===== config.mk =====
export PLATFORM = sky130hd
export DESIGN_NAME = inst_fetch_queue
export DESIGN_NICKNAME = d
export VERILOG_FILES = /design/src/rtl/inst_fetch_queue_pkg.sv /design/src/rtl/inst_fetch_queue_fetch_pc_fifo.sv /design/src/rtl/inst_fetch_queue.sv
export SDC_FILE = /design/constraint.sdc
export NUM_CORES = 1
export LEC_CHECK = 0
export CORE_MARGIN = 2
export CORE_UTILIZATION = 40
export CTS_CLUSTER_DIAMETER = 150
export DETAILED_ROUTE_END_ITERATION = 8
export SLEW_MARGIN = 20
export SYNTH_ARGS = -nofsm -noshare
export SYNTH_HDL_FRONTEND = slang
export SYNTH_SLANG_ARGS = --single-unit

===== constraint.sdc =====
create_clock -name clk -period 9.3 [get_ports clk]
set_input_delay 1.86 -clock clk [delete_from_list [all_inputs] [get_ports clk]]
set_output_delay 1.86 -clock clk [all_outputs]
set_load 0.01 [all_outputs]

===== src/rtl/inst_fetch_queue_pkg.sv =====
// rtl/inst_fetch_queue_pkg.sv - shared widths, JAL opcode and J-immediate decode for the fetch front end
package inst_fetch_queue_pkg;

    localparam int PcLength   = 32;
    localparam int DataLength = 32;

    localparam logic [6:0] JalOpcode = 7'b1101111;

    // Sign-extended J-type immediate: imm[20|10:1|11|19:12] lives in instr[31:12].
    function automatic logic [PcLength-1:0] j_imm(input logic [DataLength-1:0] w);
        return {{11{w[31]}}, w[31], w[19:12], w[20], w[30:21], 1'b0};
    endfunction

endpackage


===== src/rtl/inst_fetch_queue_fetch_pc_fifo.sv =====
// rtl/inst_fetch_queue_fetch_pc_fifo.sv - small FIFO of issued fetch PCs, head shown combinationally
module fetch_pc_fifo #(
    parameter int Depth = 3,
    parameter int Width = 32
) (
    input  logic             clk,
    input  logic             rst,
    input  logic             push,
    input  logic             pop,
    input  logic             flush,
    input  logic [Width-1:0] din,
    output logic [Width-1:0] dout
);

    localparam int IdxW = (Depth > 1) ? $clog2(Depth) : 1;

    logic [Width-1:0] mem [Depth];
    logic [IdxW-1:0]  wr_q;
    logic [IdxW-1:0]  rd_q;

    // Depth need not be a power of two, so indices wrap explicitly.
    function automatic logic [IdxW-1:0] bump(input logic [IdxW-1:0] i);
        return (int'(i) == Depth - 1) ? '0 : i + IdxW'(1);
    endfunction

    assign dout = mem[rd_q];

    always_ff @(posedge clk) begin
        if (!rst || flush) begin
            wr_q <= '0;
            rd_q <= '0;
        end else begin
            if (push) begin
                wr_q <= bump(wr_q);
            end
            if (pop) begin
                rd_q <= bump(rd_q);
            end
        end
    end

    always_ff @(posedge clk) begin
        if (rst && !flush && push) begin
            mem[wr_q] <= din;
        end
    end

endmodule


===== src/rtl/inst_fetch_queue.sv =====
// rtl/inst_fetch_queue.sv - sequential fetch issue, in-order instruction queue, ROB flush; JAL_PREDICT_EN adds JAL redirect
module inst_fetch_queue
    import inst_fetch_queue_pkg::*;
#(
    parameter int QueueDepthLog = 3,
    parameter int MaxInflight   = 3
) (
    input  logic                  clk,
    input  logic                  rst,
    input  logic                  rdy,
    input  logic                  is_ready_from_fc,
    input  logic                  is_commit_from_fc,
    input  logic                  is_instr_from_fc,
    input  logic [DataLength-1:0] data_from_fc,
    input  logic                  is_exception_from_rob,
    input  logic [PcLength-1:0]   pc_from_rob,
    input  logic                  is_pop_from_dc,
    output logic                  is_empty_to_fc,
    output logic [PcLength-1:0]   addr_to_fc,
    output logic                  is_empty_to_dc,
    output logic [DataLength-1:0] instr_to_dc,
    output logic [PcLength-1:0]   pc_to_dc
);

    localparam int Depth = 1 << QueueDepthLog;
    localparam int PtrW  = QueueDepthLog + 1;
    localparam int CntW  = $clog2(MaxInflight + 1);

    logic [PcLength-1:0]   pc_q;
    logic [CntW-1:0]       inflight_q;
    logic [CntW-1:0]       discard_q;
    logic [PtrW-1:0]       wr_ptr_q;
    logic [PtrW-1:0]       rd_ptr_q;
    logic [DataLength-1:0] q_data [Depth];
    logic [PcLength-1:0]   q_pc   [Depth];

    logic [PtrW-1:0]          count;
    logic [PtrW-1:0]          rd_next;
    logic                     q_empty;
    logic                     q_full;
    logic                     ret_valid;
    logic                     push;
    logic                     pop;
    logic                     issue;
    logic                     redirect;
    logic [PcLength-1:0]      redirect_pc;
    logic [PcLength-1:0]      ret_pc;

    assign count   = wr_ptr_q - rd_ptr_q;
    assign rd_next = rd_ptr_q + PtrW'(1);
    assign q_empty = (wr_ptr_q == rd_ptr_q);
    assign q_full  = (wr_ptr_q[PtrW-1] != rd_ptr_q[PtrW-1]) &&
                     (wr_ptr_q[PtrW-2:0] == rd_ptr_q[PtrW-2:0]);

    assign is_empty_to_dc = q_empty;

    // Returns with nothing outstanding cannot belong to us and are ignored.
    assign ret_valid = is_commit_from_fc && is_instr_from_fc && (inflight_q != '0) && !is_exception_from_rob;
    assign push      = ret_valid && (discard_q == '0) && !q_full;
    assign pop       = is_pop_from_dc && !q_empty && !is_exception_from_rob;

`ifdef JAL_PREDICT_EN
    assign redirect    = push && (data_from_fc[6:0] == JalOpcode);
    assign redirect_pc = ret_pc + j_imm(data_from_fc);
`else
    assign redirect    = 1'b0;
    assign redirect_pc = pc_q;
`endif

    // Slots are reserved at issue time so a returning word always finds room.
    assign issue = is_ready_from_fc && !is_exception_from_rob && !redirect &&
                   (int'(inflight_q) < MaxInflight) &&
                   (int'(count) + int'(inflight_q) < Depth);

    fetch_pc_fifo #(
        .Depth (MaxInflight),
        .Width (PcLength)
    ) u_pc_fifo (
        .clk   (clk),
        .rst   (rst),
        .push  (rdy && issue),
        .pop   (rdy && ret_valid && (discard_q == '0)),
        .flush (rdy && (is_exception_from_rob || redirect)),
        .din   (pc_q),
        .dout  (ret_pc)
    );

    always_ff @(posedge clk) begin
        if (!rst) begin
            pc_q           <= '0;
            inflight_q     <= '0;
            discard_q      <= '0;
            wr_ptr_q       <= '0;
            rd_ptr_q       <= '0;
            is_empty_to_fc <= 1'b1;
            addr_to_fc     <= '0;
            instr_to_dc    <= '0;
            pc_to_dc       <= '0;
        end else if (rdy) begin
            if (is_exception_from_rob) begin
                pc_q           <= pc_from_rob;
                inflight_q     <= '0;
                discard_q      <= '0;
                wr_ptr_q       <= '0;
                rd_ptr_q       <= '0;
                is_empty_to_fc <= 1'b1;
                instr_to_dc    <= '0;
                pc_to_dc       <= '0;
            end else begin
                is_empty_to_fc <= !issue;
                if (issue) begin
                    addr_to_fc <= pc_q;
                end
                if (redirect) begin
                    pc_q <= redirect_pc;
                end else if (issue) begin
                    pc_q <= pc_q + PcLength'(4);
                end
                inflight_q <= inflight_q + CntW'(issue) - CntW'(ret_valid);
                // A redirecting return never issues, so everything still out is stale.
                if (redirect) begin
                    discard_q <= inflight_q - CntW'(1);
                end else if (ret_valid && (discard_q != '0)) begin
                    discard_q <= discard_q - CntW'(1);
                end
                if (push) begin
                    wr_ptr_q <= wr_ptr_q + PtrW'(1);
                end
                if (pop) begin
                    rd_ptr_q <= rd_next;
                end
                // Keep the registered head in step with the queue.
                if (pop) begin
                    if (count > PtrW'(1)) begin
                        instr_to_dc <= q_data[rd_next[QueueDepthLog-1:0]];
                        pc_to_dc    <= q_pc[rd_next[QueueDepthLog-1:0]];
                    end else if (push) begin
                        instr_to_dc <= data_from_fc;
                        pc_to_dc    <= ret_pc;
                    end
                end else if (push && q_empty) begin
                    instr_to_dc <= data_from_fc;
                    pc_to_dc    <= ret_pc;
                end
            end
        end
    end

    always_ff @(posedge clk) begin
        if (rst && rdy && push) begin
            q_data[wr_ptr_q[QueueDepthLog-1:0]] <= data_from_fc;
            q_pc[wr_ptr_q[QueueDepthLog-1:0]]   <= ret_pc;
        end
    end

endmodule


==> results.md, run 1 <==
- Status: finished clean
- Top_reg_cell synth: edfxtp_1
- DRT iter0 DRCs: between 1.5k and 2k
- Die H: 278 um
- Clk_lat worst skew: about 0.62 ns
- Row count: 100
- Final Wtd Congestion: roughly 0.86
- Root buf cell: clkbuf_16
- Clock tree from TritonCTS: yes
- Sink Count: about 760
- Crit path max-delay family: simple AND/OR/NAND/NOR gates
- R2r endpoint: pc_to_dc[2]$_SDFFE_PN0P_
- Mean post-synth cell area: approximately 15 um2
- Hold crit path type: reg2reg
- Final hold vios: 0
- Setup TNS: 0 ns
- Final antenna-violating net count: 0
- Reg2reg setup slack: 4.82 ns
- Fraction of layout cells with a size suffix above 1: 8.70%
- Pin count of the biggest net entering global routing: 66
- Final-report max-slew violation count: 0
- Starting density of the core: between 40% and 50%
- Clk pwr share: between 40 and 50%
- Post-route clock skew: 0.0164 ns
- WHS Endpoint: addr_to_fc[23]$_SDFFE_PN0P_
- PortBufs: ~170
- Min-delay src: addr_to_fc[23]$_SDFFE_PN0P_
- Clock Path Buffers: 3
- Final Critical Period: 5.49 ns
- Hold Buf Count CTS: 0
- WL final: 71700 um
- Syn Nets: around 2.1k
- Post-synth EDFFs: just over 600
- Maximum capacitance violations: 0
- Sequential cell area: 0.0212 mm2
- Final critical-path share of the clock period: between 50% and 60%
- Detailed Routing Iterations Pass 1: 5
- Logic pwr share: 2.1%
- Post-synth top area share: between 60% and 70%
- Grt total ovfl: 0
- Lkg Pwr: between 0.01 and 0.015 uW
- Register area share after synthesis: between 70% and 80%
- Clock transition at the registers of the reported paths: 0.06 ns
- Final setup viols: 0
- Vias/cell: about 5.5
- Largest stage delay on the critical path: 0.89 ns
- RSZ-0062 raised after global routing: false
- Async set-or-reset flop fraction in the synthesized netlist: 0%
- Crit end category: register
- Layout area overhead: 18.1%
- Req. time, crit path: roughly 9.5 ns
- Sw frac: between 20% and 30%
- Top post-synthesis cells by count: edfxtp_1, mux2i_1, nand2_1, dfxtp_1, a22oi_1
- Buf+Inv Stages, Crit Path: 2
- Depth of the CTS H-tree: 3
- R2R depth: 9
- Worst-margin pin slew: approximately 1.1 ns
- Ports: 170
- CP cell instances: clkdlybuf4s50_1, nand3_1, a21oi_1, nand3_1, nor2_4, buf_4
- Die width: around 280 um
- DP HPWL: slightly below 40000 um
- Fillers: ~6.4k
- # DRC: 0
- Rel. slew slack: between 20 and 30%
- YS warnings: 0
- Cell Int Power: roughly 5600 uW
- Area leader, netlist: edfxtp_1
- Design Area, Final: around 0.035 mm2
- Vias: about 18k
- Synth top area cells: edfxtp_1, dfxtp_1, mux2i_1, a22oi_1, nand2_1
- Nets: around 2.3k
- Post-synthesis cell type count: 69
- Critical-path top delay cell: nor2_4
- Synth Register Bits: approximately 760
- First-pass GRT wire length: around 110000 um
- Multi-input logic area: slightly above 0.008 mm2
- Vias in the first global route: 18.0k
- Crit path kind: in2reg
- Hold Crit Depth: 2
- Critical Path AT: around 5.7 ns
- Cell area power density: approximately 200 mW/mm2
- Diode count: 0
- Setup bufs post-CTS: 0
- Count leader, synth: edfxtp_1
- Maximum clock frequency: 0.182 GHz
- VDD IR-drop max: 0.138 mV
- Synthesized cell area: ~0.030 mm2
- CTS Buf Count: 79
- Net Switching: 1410 uW
- Post-DR wirelength/cell: around 22 um
- CP max FO: 38
- Most used cell, CP: nand3_1
- DIE AREA: between 0.07 and 0.08 mm2
- Initial antenna violation count: 0
- Hold_ws: 0.459 ns
- Post-Syn Instances: 2063
- Crit path launch type: primary input
- Post-CTS Resized: 0
- GRT Resource Usage Total: 18.5%
- DP Area: 0.0327 mm2
- Seq pwr share: ~52%
- Core area: 0.0743 mm2
- RR Startpoint: rd_ptr_q[2]$_SDFFE_PN0P_
-- per-layer routing --
| metal | wire length [um] | vias up | global-route usage (%) |
|---|---|---|---|
| met5 | 0 | - | 0 |
| met4 | 1750 | 0 | 5.46 |
| met3 | 3880 | 121 | 3.12 |
| met2 | 33900 | 583 | 30.1 |
| met1 | 32200 | 8980 | 25.6 |
| li1 | - | 8296 | - |
-- worst register-to-register path, stage by stage (launching register included) --
cell      delay, ns
dfxtp_1        0.44
inv_1          0.10
ha_1           0.40
nand3b_1       0.18
a21oi_1        0.55
o21a_2         0.89
buf_4          0.59
or2_4          0.76
o21ai_0        0.25
a22o_1         0.23
-- worst max path at each step --
stage	cells past startpoint	slack [ns]	start	to
finish	6	3.81	rdy	q_pc[3][7]$_DFFE_PP_
CTS	6	3.86	rdy	q_pc[3][7]$_DFFE_PP_
floorplan	6	1.50	is_exception_from_rob	q_data[1][0]$_DFFE_PP_
global placement	6	3.29	rdy	q_data[3][25]$_DFFE_PP_
detailed placement	6	3.19	rdy	q_pc[3][4]$_DFFE_PP_
global route	6	3.57	rdy	q_pc[3][7]$_DFFE_PP_
-- per-stage QoR --
stage	setup WS (ns)	power (uW)	util, %	std cells
final	3.81	7060	47.6	3256
after global routing	3.57	7280	47.6	3256
after CTS	3.86	7120	47.6	3256
after detailed placement	3.19	3890	44.0	3110
after global placement	3.29	3880	44.0	3110
after floorplan	1.50	3800	-	2063
-- cell usage in the layout, fill, tap and decap left out, types with 16 or more instances in the layout --
master	count
a21oi_1	67
a22o_1	50
a22oi_1	135
a31oi_1	19
buf_4	44
clkbuf_1	22
clkbuf_16	81
clkdlybuf4s50_1	168
dfxtp_1	145
edfxtp_1	608
mux2i_1	290
nand2_1	198
nand3_1	27
nor2_1	45
o21a_1	16
o21ai_0	123
o21ai_1	30
-- registers in the layout (all words and copies together), names as in the netlist, named ones only --
signal,count
wr_ptr_q,4
q_pc,256
is_empty_to_fc,1
u_pc_fifo.rd_q,2
inflight_q,2
pc_q,32
pc_to_dc,32
instr_to_dc,32
addr_to_fc,32
discard_q,2
u_pc_fifo.mem,96
rd_ptr_q,4
q_data,256
u_pc_fifo.wr_q,2
-- cell families (layout without fill, tap and decap cells) --
| family | after synthesis | count (layout) | synth area share (%) |
|---|---|---|---|
| flip-flops | 755 | 755 | 70.8 |
| adder cells (fa/ha/maj) | 11 | 11 | 0.485 |
| buffers and inverters | 149 | 373 | 2.29 |
| AND/OR/NAND/NOR | 337 | 337 | 4.92 |
| XOR/XNOR | 13 | 13 | 0.405 |
| AO/OA/AOI/OAI | 508 | 508 | 11.4 |
| multiplexers | 290 | 290 | 9.70 |
-- cell type report --
type | count | share of cell area [%]
Tap cell | 969 | 3.43
Multi-Input combinational cell | 1159 | 23.2
Timing Repair Buffer | 214 | 5.74
Sequential cell | 755 | 60.0
Inverter | 13 | 0.138
Clock inverter | 40 | 1.49
Clock buffer | 106 | 6.08
-- power by group through the flow --
| stage | clock, uW | sequential [uW] | combinational [uW] |
|---|---|---|---|
| 5_1_grt | 3440 | 3670 | 163 |
| 6_report | 3240 | 3670 | 149 |
| 3_5_place_dp | 0 | 3740 | 149 |
| 2_1_floorplan | 0 | 3730 | 69.8 |
| 4_1_cts | 3300 | 3670 | 149 |
| 3_3_place_gp | 0 | 3740 | 145 |
Note: power is estimated with default switching activity, not from simulation.
==> run 2, diff against run 1 <==
==> constraint.sdc (replaced) <==
create_clock -name clk -period 5.2 [get_ports clk]
set_input_delay 1.04 -clock clk [delete_from_list [all_inputs] [get_ports clk]]
set_output_delay 1.04 -clock clk [all_outputs]
set_load 0.01 [all_outputs]
==> run 2 against run 1 <==
- combinational power up 82%
- count of clock-buffer cells in the layout up 4
- clock skew up 0.0035 ns
- global-route usage up 0.067 points
- utilization up 0.17 points
- power up 74%
- final area up 0.35%
- via count up 0.66%
- critical endpoint is now u_pc_fifo.mem[1][13]$_DFFE_PP_
==> results.md, run 2 (same netlist as run 1, synthesis figures left out) <==
- Die H: 278 um (unchanged)
- Maximum clock frequency: between 0.2 and 0.3 GHz
- Crit path launch type: register
- Clock Path Buffers: 3 (unchanged)
- GRT Resource Usage Total: 18.6% (+0.067 points)
- Final critical-path share of the clock period: between 70% and 80%
- Crit path kind: reg2reg
- Final antenna-violating net count: 0 (unchanged)
- Post-route clock skew: 0.0199 ns (+0.00352 ns)
- Grt total ovfl: 0 (unchanged)
- Fraction of layout cells with a size suffix above 1: 9.27% (+0.57 points)
- Largest stage delay on the critical path: 0.62 ns (-0.27 ns)
- DP HPWL: 41700 um (+5.1%)
- CTS Buf Count: 79 (unchanged)
- Worst-margin pin slew: 1.08 ns (-0.0264 ns)
- CP max FO: 33 (-13%)
- Clock transition at the registers of the reported paths: 0.06 ns (about the same)
- Post-CTS Resized: 0 (unchanged)
- Status: finished clean
- Clock tree from TritonCTS: yes
- Finished Core Util: 47.7% (+0.17 points)
- Sink Count: 755 (unchanged)
- Critical-path top delay cell: dfxtp_1
- Ports: 170 (unchanged)
- Core area: 0.0743 mm2 (unchanged)
- WL final: 72000 um (+0.42%)
- Final hold vios: 0 (unchanged)
- PortBufs: 169 (unchanged)
- DIE AREA: 0.0771 mm2 (unchanged)
- Hold crit path type: reg2reg
- Pin count of the biggest net entering global routing: 65 (-1.5%)
- Post-DR wirelength/cell: 22.0 um (-0.22%)
- Maximum capacitance violations: 0 (unchanged)
- Starting density of the core: 40.3% (unchanged)
- First-pass GRT wire length: 110000 um (about the same)
- Nets: 2326 (+0.91%)
- CP cell instances: ha_1, inv_1, fa_1, ha_1, and3b_1, o21ai_1, o2111a_1, nand2_1, nor3b_2, buf_4
- Clk_lat worst skew: 0.63 ns (about the same)
- Row count: 100 (unchanged)
- Depth of the CTS H-tree: 3 (unchanged)
- Hold Buf Count CTS: 0 (unchanged)
- Detailed Routing Iterations Pass 1: 5 (unchanged)
- Setup bufs post-CTS: 0 (unchanged)
- Die width: 278 um (unchanged)
- Root buf cell: clkbuf_16
- Crit end category: register
- Diode count: 0 (unchanged)
- PnR worst setup slack: 1.46 ns (-2.36 ns)
- RSZ-0062 raised after global routing: false
- # DRC: 0 (unchanged)
- Rel. slew slack: 28.0% (+2.5 points)
- Fillers: 6405 (-0.12%)
- Layout area overhead: 18.5%
- Final-report max-slew violation count: 0 (unchanged)
- Vias/cell: 5.52 (about the same)
- Final setup viols: 0 (unchanged)
- Final Wtd Congestion: 0.788 (-8.7%)
- Vias in the first global route: 18.1k (+0.84%)
- Cell area power density: 345 mW/mm2 (+73%)
- Most frequent cells in the layout: edfxtp_1, mux2i_1, nand2_1, clkdlybuf4s50_1, dfxtp_1
- Final Critical Period: around 3.7 ns
- Req. time, crit path: 5.46 ns (-4.08 ns)
- DRT iter0 DRCs: 1885 (+17%)
- VDD IR-drop max: 0.252 mV (+83%)
- Initial antenna violation count: 2 (+2)
- Most used cell, CP: ha_1
- Critical Path AT: 4.00 ns (-1.73 ns)
- Lkg Pwr: 0.0110 uW (+0.60%)
- Vias: 18.1k (+0.66%)
- Place WS: 1.16 ns (-2.03 ns)
- Leading cell type in the layout, fill and taps excluded: edfxtp_1
==> run 2: final timing paths <==
kind,from,depth (start not counted),slack [ns],end
setup / recovery,rd_ptr_q[0]$_SDFFE_PN0P_,10,1.46,u_pc_fifo.mem[1][13]$_DFFE_PP_
hold / removal,addr_to_fc[26]$_SDFFE_PN0P_,2,0.46,addr_to_fc[26]$_SDFFE_PN0P_
setup reg to reg,rd_ptr_q[0]$_SDFFE_PN0P_,10,1.46,u_pc_fifo.mem[1][13]$_DFFE_PP_
hold reg to reg,addr_to_fc[26]$_SDFFE_PN0P_,2,0.46,addr_to_fc[26]$_SDFFE_PN0P_
==> run 2: worst max-delay path: cells and delay by family (launching register included) <==
family	cells	cell delay, ns
compound gates	2	0.67
fa+ha+maj	3	1.06
buf+inv	2	0.50
flops	1	0.62
simple gates	3	0.51
==> run 2: metal layers <==
metal	up-vias	share of wire [%]	GRT usage [%]
li1	8328	-	-
met1	9036	45	25.8
met2	634	47	30.3
met3	101	6.0	3.23
met4	0	2.2	4.89
met5	-	0	0
==> run 2: stage by stage <==
| stage | setup TNS (ns) | instance area, um2 | instances | power, uW | hold WS (ns) |
|---|---|---|---|---|---|
| after global routing | 0 | 35500 | 3277 | 12600 | 0.482 |
| after floorplan | -23.95 | 29900 | 2063 | 6800 | 0.438 |
| after CTS | 0 | 35500 | 3277 | 12400 | 0.460 |
| after detailed placement | 0 | 33000 | 3131 | 6960 | 0.448 |
| after global placement | 0 | 33000 | 3131 | 6950 | 0.444 |
| final | 0 | 35500 | 3277 | 12300 | 0.459 |
==> run 2: cell type report <==
| type | count | area, um2 | share of cell area (%) |
|---|---|---|---|
| inverters | 13 | 48.8 | 0.138 |
| clock inverters | 36 | 319 | 0.899 |
| well taps | 969 | 1210 | 3.42 |
| multi-input cells | 1159 | 8210 | 23.1 |
| repair buffers | 235 | 2310 | 6.50 |
| clock buffers | 110 | 2180 | 6.16 |
| flip-flops and latches | 755 | 21200 | 59.8 |
==> run 2: power by group <==
part | switching [uW] | internal (uW) | leakage (uW) | total, uW
logic | 165 | 107 | 0.00305 | 271
registers | 43.2 | 6520 | 0.00670 | 6560
clock network | 2270 | 3150 | 0.00123 | 5420
total | 2480 | 9780 | 0.0110 | 12300
==> run 3, diff against run 2 <==
==> constraint.sdc (replaced) <==
create_clock -name clk -period 3.4 [get_ports clk]
set_input_delay 0.68 -clock clk [delete_from_list [all_inputs] [get_ports clk]]
set_output_delay 0.68 -clock clk [all_outputs]
set_load 0.01 [all_outputs]
==> run 3 against run 2 <==
- sequential cell count did not move
- hold slack got worse by 0.0024 ns
- sequential share of layout area fell by 1.1 points
- clock power rose by 61%
- clock skew rose by 0.013 ns
- critical path depth rose by 3
- global-route usage rose by 0.10 points
- first-iteration DRC count fell by 23%
- count of clock-buffer cells in the layout fell by 10
- largest cell class unchanged
- largest power group unchanged
==> results.md, run 3 (same netlist as run 1, synthesis figures left out) <==
- Crit path launch type: register
- Clock transition at the registers of the reported paths: 0.06 ns (about the same)
- Fraction of layout cells with a size suffix above 1: 10.9% (+1.6 points)
- First-pass GRT wire length: 111000 um (+0.86%)
- # DRC: 0 (unchanged)
- Largest stage delay on the critical path: 0.45 ns (-0.17 ns)
- Pin count of the biggest net entering global routing: 68 (+4.6%)
- Grt met1 use: 25.7% (-0.15 points)
- Post-route clock skew: 0.0325 ns (+0.0125 ns)
- Fillers: 6391 (-0.22%)
- Lkg Pwr: 0.0113 uW (+2.6%)
- Clock Path Buffers: 3 (unchanged)
- Vias: 18.3k (+0.88%)
- Root buf cell: clkbuf_16
- Sink Count: 755 (unchanged)
- Hold crit path type: reg2reg
- Final setup viols: 0 (unchanged)
- Diode count: 0 (unchanged)
- Ports: 170 (unchanged)
- Final antenna-violating net count: 0 (unchanged)
- Post-DR wirelength/cell: 22.1 um (+0.42%)
- GRT Resource Usage Total: 18.7% (+0.10 points)
- Grt total ovfl: 0 (unchanged)
- Rel. slew slack: 27.9% (-0.11 points)
- Maximum capacitance violations: 0 (unchanged)
- Cell area power density: 531 mW/mm2 (+54%)
- Status: finished clean
- Final Critical Period: 3.16 ns (-0.580 ns)
- Reg2reg setup slack: 0.24 ns (-1.22 ns)
- Die width: 278 um (unchanged)
- Critical-path top delay cell: fa_1
- Clock tree from TritonCTS: yes
- WL final: 73000 um (+1.4%)
- Initial antenna violation count: 0 (-2)
- Die H: 278 um (unchanged)
- Nets: 2357 (+1.3%)
- Final Wtd Congestion: 0.825 (+4.7%)
- Row count: 100 (unchanged)
- Depth of the CTS H-tree: 3 (unchanged)
- Core area: 0.0743 mm2 (unchanged)
- Critical Path AT: 3.49 ns (-0.51 ns)
- CTS Buf Count: 79 (unchanged)
- DRT iter0 DRCs: 1447 (-23%)
- Detailed Routing Iterations Pass 1: 7 (+2)
- Maximum clock frequency: 0.316 GHz (+18%)
- Vias in the first global route: 18.3k (+0.93%)
- Met2 GRT Util: 30.7% (+0.40 points)
- Crit path kind: reg2reg
- Grt peak-use layer: met2
- PortBufs: 169 (unchanged)
- CP cell instances: inv_1, ha_1, inv_1, fa_1, ha_1, and3b_1, o21ai_1, buf_4, o2111a_1, nand2_2, nor3b_4, buf_4, clkbuf_16
- CP max FO: 16 (-52%)
- Req. time, crit path: 3.73 ns (-1.73 ns)
- Pwr Total: 19200 uW (+57%)
- DIE AREA: 0.0771 mm2 (unchanged)
- Final critical-path share of the clock period: 93.0% (+21 points)
- Met3 Use GR: 3.28% (+0.042 points)
- Hold Buf Count CTS: 0 (unchanged)
- RSZ-0062 raised after global routing: false
- DP HPWL: 42300 um (+1.5%)
- Starting density of the core: 40.3% (unchanged)
- Layout area overhead: 20.8%
- Leading cell type in the layout, fill and taps excluded: edfxtp_1
- Vias/cell: 5.52 (-0.12%)
- Finished Core Util: 48.7% (+0.92 points)
- Clk_lat worst skew: 0.64 ns (about the same)
- Worst-margin pin slew: 1.07 ns (-0.00968 ns)
- Final hold vios: 0 (unchanged)
- Crit end category: register
- Final-report max-slew violation count: 0 (unchanged)
- VDD IR-drop max: 0.362 mV (+44%)
- Most frequent cells in the layout: edfxtp_1, mux2i_1, nand2_1, clkdlybuf4s50_1, dfxtp_1
[run 3: layout make-up]
type | count | area, um2 | area share, %
Tap cell | 969 | 1210 | 3.35
Inverter | 13 | 48.8 | 0.135
Clock buffer | 100 | 2150 | 5.94
Multi-Input combinational cell | 1159 | 8220 | 22.7
Timing Repair Buffer | 266 | 2800 | 7.73
Clock inverter | 48 | 537 | 1.48
Sequential cell | 755 | 21200 | 58.6
[run 3: layer usage]
metal	routed length, um	share of wire [%]	up-vias
li1	-	-	8415
met1	32500	44	9164
met2	34900	48	562
met3	4120	5.6	118
met4	1560	2.1	0
met5	0	0	-
[run 3: stage by stage]
| step | instance area (um2) | setup TNS (ns) | setup WS (ns) | instances | hold slack [ns] |
|---|---|---|---|---|---|
| final | 36200 | 0 | 0.239 | 3310 | 0.457 |
| after global routing | 36200 | 0 | 0.0447 | 3310 | 0.473 |
| after CTS | 36100 | 0 | 0.137 | 3308 | 0.461 |
| after global placement | 33400 | 0 | 0.00402 | 3160 | 0.450 |
| after detailed placement | 33400 | -0.738 | -0.0188 | 3160 | 0.449 |
| after floorplan | 30000 | -210.42 | -0.528 | 2063 | 0.438 |
[run 3: what timing repair did]
action,in CTS,in global routing
endpoints found under the setup margin,0,65
resized for setup,0,2
setup buffers,0,1
[run 3: worst max-delay path: cells and delay by family, from the launching register on]
family | cells | cell delay [ns]
AO/OA/AOI/OAI | 2 | 0.37
adder cells (fa/ha/maj) | 3 | 0.96
buffers and inverters | 5 | 0.71
flip-flops | 1 | 0.35
AND/OR/NAND/NOR | 3 | 0.49
[run 3: report_power, final]
part | leakage (uW) | internal [uW] | switching [uW] | total, uW
clock network | 0.00130 | 5130 | 3600 | 8730
registers | 0.00670 | 9970 | 64.2 | 10000
logic | 0.00327 | 167 | 252 | 419
[run 3: worst paths after layout]
| path | from | endpoint | cells past startpoint |
|---|---|---|---|
| hold reg to reg | addr_to_fc[10]$_SDFFE_PN0P_ | addr_to_fc[10]$_SDFFE_PN0P_ | 2 |
| hold / removal | addr_to_fc[10]$_SDFFE_PN0P_ | addr_to_fc[10]$_SDFFE_PN0P_ | 2 |
| setup / recovery | wr_ptr_q[0]$_SDFFE_PN0P_ | u_pc_fifo.mem[1][19]$_DFFE_PP_ | 13 |
| setup reg to reg | wr_ptr_q[0]$_SDFFE_PN0P_ | u_pc_fifo.mem[1][19]$_DFFE_PP_ | 13 |
